[config.mk]
export PLATFORM = sky130hd
export DESIGN_NAME = mul_arbiter
export DESIGN_NICKNAME = d
export VERILOG_FILES = /design/src/rtl/mul_arbiter.sv
export SDC_FILE = /design/constraint.sdc
export NUM_CORES = 1
export LEC_CHECK = 0
export ABC_CLOCK_PERIOD_IN_PS = 2330
export CORE_AREA = 5 5 300 302
export DETAILED_ROUTE_END_ITERATION = 8
export DIE_AREA = 0 0 305 307
export GPL_TIMING_DRIVEN = 0
export MAX_ROUTING_LAYER = met4
export SYNTH_ARGS = -nofsm -noshare
export SYNTH_HDL_FRONTEND = slang
export SYNTH_SLANG_ARGS = --single-unit
[constraint.sdc]
create_clock -name clk -period 2.33 [get_ports clk]
set_input_delay 0.466 -clock clk [delete_from_list [all_inputs] [get_ports clk]]
set_output_delay 0.466 -clock clk [all_outputs]
set_load 0.05 [all_outputs]
[src/rtl/mul_arbiter.sv]
// mul_arbiter: round-robin sharing of one W x W multiplier between two requesters.
// Optional macro MUL_ARB_BYPASS_EN returns trivial products (operand 0 or 1) without the multiplier.
module mul_arbiter #(
  parameter int W = 64
) (
  input  logic           clk,
  input  logic           reset,
  input  logic           req0_valid,
  input  logic [W-1:0]   req0_a,
  input  logic [W-1:0]   req0_b,
  output logic           req0_ready,
  output logic           rsp0_valid,
  output logic [2*W-1:0] rsp0_result,
  input  logic           req1_valid,
  input  logic [W-1:0]   req1_a,
  input  logic [W-1:0]   req1_b,
  output logic           req1_ready,
  output logic           rsp1_valid,
  output logic [2*W-1:0] rsp1_result,
  output logic [W-1:0]   m_multiplicand,
  output logic [W-1:0]   m_multiplier,
  output logic           m_opstart,
  output logic           m_opclear,
  input  logic           m_opdone,
  input  logic [2*W-1:0] m_result,
  output logic           busy,
  output logic           owner
);
  typedef enum logic [1:0] {IDLE, ISSUE, WAIT, RESP} state_t;
  state_t state_q, state_d;
  logic owner_q, owner_d, last_q, last_d;
  logic [W-1:0] a_q, a_d, b_q, b_d, sel_a, sel_b;
  logic [2*W-1:0] r0_q, r0_d, r1_q, r1_d, res_in;
  logic idle, acc, byp, take, dst;
  assign idle = state_q == IDLE;
  assign req0_ready = idle && req0_valid && (!req1_valid || last_q);
  assign req1_ready = idle && req1_valid && (!req0_valid || !last_q);
  assign acc = req0_ready || req1_ready;
  assign sel_a = req1_ready ? req1_a : req0_a;
  assign sel_b = req1_ready ? req1_b : req0_b;
`ifdef MUL_ARB_BYPASS_EN
  assign byp = acc && (sel_a == '0 || sel_b == '0 || sel_a == W'(1) || sel_b == W'(1));
  assign res_in = !idle ? m_result :
                  (sel_a == '0 || sel_b == '0) ? '0 :
                  sel_a == W'(1) ? {{W{1'b0}}, sel_b} : {{W{1'b0}}, sel_a};
`else
  assign byp = 1'b0;
  assign res_in = m_result;
`endif
  // done is only honoured in WAIT; a level left over from the previous op is ignored in ISSUE
  assign take = byp || (state_q == WAIT && m_opdone);
  assign dst = idle ? req1_ready : owner_q;
  always_comb begin
    state_d = state_q;
    owner_d = owner_q;
    last_d = last_q;
    a_d = a_q;
    b_d = b_q;
    r0_d = r0_q;
    r1_d = r1_q;
    state_d = idle ? (byp ? RESP : acc ? ISSUE : IDLE) :
              state_q == ISSUE ? WAIT :
              state_q == WAIT ? (m_opdone ? RESP : WAIT) : IDLE;
    owner_d = acc ? req1_ready : owner_q;
    last_d = acc ? req1_ready : last_q;
    a_d = acc ? sel_a : a_q;
    b_d = acc ? sel_b : b_q;
    r0_d = (take && !dst) ? res_in : r0_q;
    r1_d = (take && dst) ? res_in : r1_q;
  end
  always_ff @(posedge clk) begin
    if (reset) begin
      state_q <= IDLE;
      owner_q <= 1'b0;
      last_q <= 1'b1;
      a_q <= '0;
      b_q <= '0;
      r0_q <= '0;
      r1_q <= '0;
    end else begin
      state_q <= state_d;
      owner_q <= owner_d;
      last_q <= last_d;
      a_q <= a_d;
      b_q <= b_d;
      r0_q <= r0_d;
      r1_q <= r1_d;
    end
  end
  assign m_multiplicand = a_q;
  assign m_multiplier = b_q;
  assign m_opstart = state_q == ISSUE || state_q == WAIT;
  assign m_opclear = idle || state_q == RESP;
  assign busy = !idle;
  assign owner = owner_q;
  assign rsp0_valid = state_q == RESP && !owner_q;
  assign rsp1_valid = state_q == RESP && owner_q;
  assign rsp0_result = r0_q;
  assign rsp1_result = r1_q;
endmodule
==> impl_metrics.env <==
export IMPL_dr_total_vias=22300
export IMPL_slew_headroom_pct=25.9
export IMPL_arrival_ns=1.92
export IMPL_fp_coreArea_sq_um=87400
export IMPL_timing_fmax_mhz=419
export IMPL_p_clk_share_pct=38.8
export IMPL_dp_hpwl_microns=86900
export IMPL_violations="setup timing"
export IMPL_cts_root_buf="clkbuf_16"
export IMPL_hold_violations=0
export IMPL_ys_seq_area_share_pct=38.3
export IMPL_p_sw_uw=6690
export IMPL_die_h_microns=307
export IMPL_period_needed_ns=2.38
export IMPL_cap_violations=0
export IMPL_cts_tree="done"
export IMPL_wirelength_microns=111000
export IMPL_clk_pin_slew_ns=0.06
export IMPL_grt_pass1_wl_microns=156000
export IMPL_ir_drop_uv=430
export IMPL_synth_common_cells="dfxtp_1, nand2b_1, nand3_1"
export IMPL_yosysWarnings=0
export IMPL_finalMaxSlewViolations=0
export IMPL_rsz0062_at_grt="true"
export IMPL_powerDensity_nw_per_um2=640
export IMPL_crit_type="flip-flop to output port"
export IMPL_pin_count=781
export IMPL_drt_initial_drc_count=2002
export IMPL_syn_area_sq_um=20300
export IMPL_drtAntennaViolNets=0
export IMPL_fin_ws_ns=-0.0546
export IMPL_power_static_leakage_uw=0.0111
export IMPL_combinationalPowerShare_pct=25.2
export IMPL_clockBufferDepth=3
export IMPL_dieArea_sq_um=93600
export IMPL_startpoint_type="flip-flop"
export IMPL_place_congestion=0.926
export IMPL_status="finished with violations"
export IMPL_crit_path_end_kind="output port"
export IMPL_p_int_uw=13300
export IMPL_clk_latency_ns=0.59
export IMPL_port_buffers=779
export IMPL_setup_viol=2
export IMPL_finalSetupTns_ns=-0.109
export IMPL_seqPwrFrac_pct=35.9
export IMPL_cp_required_ns=1.86
export IMPL_drive_above_1_share_pct=5.86
export IMPL_initial_utilization_pct=23.2
export IMPL_power_switching_share_pct=33.5
export IMPL_syn_inst=2367
export IMPL_yosysTopAreaCell="dfxtp_1"
export IMPL_nets=3600
export IMPL_cts_buffers=49
export IMPL_dp_slack_ns=-1.01
export IMPL_synth_top_cell_area_share_pct=38.3
export IMPL_worstMarginPinSlew_ns=1.11
export IMPL_cp_max_fo=5
export IMPL_first_pass_iters=5
export IMPL_ys_types=30
export IMPL_synth_area_leaders="dfxtp_1, nand2b_1, and4b_1, mux2i_1, nand3_1"
export IMPL_drcViolationCount=0
export IMPL_area_growth_pct=54.3
export IMPL_dp_cells=4311
export IMPL_hold_path_class="primary input to flip-flop"
export IMPL_antenna_found_initial=20
export IMPL_die_w_microns=305
export IMPL_p_total_uw=20000
export IMPL_hold_buffers=0
export IMPL_async_reset_ff_share_pct=0
export IMPL_synth_enable_flop_cells=0
export IMPL_grt_pass1_vias=21300
export IMPL_finClkSkew_ns=0.0197
export IMPL_synth_flop_cell="dfxtp_1"
export IMPL_yosys_cell_count_top_type="dfxtp_1"
export IMPL_grt_overflow=0
export IMPL_grt_max_degree=14
export IMPL_grt_usage_pct=22.6
export IMPL_syn_nets=2760
export IMPL_post_route_util_pct=35.7
export IMPL_vias_per_cell=5.04
export IMPL_avgSynthCellArea_sq_um=8.56
export IMPL_post_route_period_util_pct=102
export IMPL_clock_sinks=388
export IMPL_wire_per_inst_microns=25.1
export IMPL_fin_cells=4423
export IMPL_row_count=109
export IMPL_synth_seq_cells=388
export IMPL_htreeDepth=2
what timing repair did:
| item | 4_1_cts | 5_1_grt |
|---|---|---|
| buffers inserted | 1 | 9 |
| gates resized for setup | 113 | 58 |
| endpoints found under the setup margin | 283 | 134 |
cell families (layout without fill, tap and decap cells):
group	count (synthesis)	in the layout	share of synthesized area, %
flops	388	388	38.3
fa+ha+maj	4	4	0.247
mux	128	128	6.33
compound gates	518	518	18.5
buf+inv	289	1165	6.95
other cells	0	15	0
simple gates	1040	1040	29.7
cell type report:
cell class,count,area (sq um)
Fill cell,8965,56200
Sequential cell,388,7770
Clock buffer,72,1420
Multi-Input combinational cell,1690,11100
Inverter,5,21.3
Timing Repair Buffer,789,7820
Buffer,284,1440
Clock inverter,15,176
Antenna cell,15,37.5
Tap cell,1165,1460
state kept, by name (all words and copies together) (netlist names):
signal and count:
last_q 1, m_multiplicand 64, m_multiplier 64, owner 1
rsp0_result 128, rsp1_result 128, state_q 2
worst paths after layout:
| check | start | endpoint | slack (ns) | depth (start not counted) |
|---|---|---|---|---|
| worst max-delay path | state_q[1]$_SDFF_PP0_ | req1_ready | -0.05 | 9 |
| worst min-delay path | m_result[41] | rsp0_result[41]$_SDFFE_PP0P_ | 0.46 | 3 |
| worst max register to register | state_q[0]$_SDFF_PP0_ | m_multiplicand[46]$_SDFFE_PP0P_ | -0.05 | 9 |
| worst min register to register | rsp0_result[123]$_SDFFE_PP0P_ | rsp0_result[123]$_SDFFE_PP0P_ | 0.47 | 2 |
cell usage in the layout (no fill, tap or decap), types with 3 or more instances in the layout:
cell type        instances
clkdlybuf4s50_1        693
clkbuf_4                 6
buf_4                   20
buf_6                    5
nor2_1                 130
o211ai_1               128
clkbuf_8                11
o21ai_1                 12
bufinv_16                3
buf_12                  13
buf_1                   13
and4b_1                128
o21ai_0                117
nand2_1                132
dlymetal6s2s_1          15
a22oi_1                128
mux2i_1                128
nand2b_1               257
ha_1                     3
clkinv_2                 8
dfxtp_1                386
buf_2                   38
dlygate4sd2_1           64
clkbuf_1               196
nand3_1                256
clkbuf_2                20
nor2b_1                130
a311oi_1               128
diode_2                 15
clkbuf_16               49
per-stage QoR:
stage	area, sq um	hold WS, ns
after floorplan	20300	0.497
after global placement	29500	0.458
final	31200	0.463
after CTS	31100	0.408
after global routing	31200	0.449
after detailed placement	29500	0.460
power groups by stage:
stage / registers (uW) / logic (uW) / clock network [uW]
2_1_floorplan: 8460 / 1490 / 0
3_3_place_gp: 7310 / 5010 / 0
3_5_place_dp: 7320 / 5000 / 0
4_1_cts: 7180 / 4980 / 7980
5_1_grt: 7220 / 5260 / 8220
6_report: 7190 / 5040 / 7770
layer usage:
layer / vias to the layer above / global-route usage (%) / wire length, microns
li1: 10300 / - / -
met1: 10800 / 30.7 / 49100
met2: 1028 / 34.8 / 50100
met3: 143 / 5.20 / 9420
met4: 0 / 4.64 / 2260
met5: - / - / 0
critical path, cell delays in order, from the launching register on:
cell,delay (ns)
dfxtp_2,0.34
inv_2,0.06
ha_4,0.15
buf_6,0.12
and2_4,0.15
buf_6,0.13
nand2_4,0.07
inv_4,0.04
buf_8,0.12
buf_8,0.14
Power figures use the tool's default switching activity.
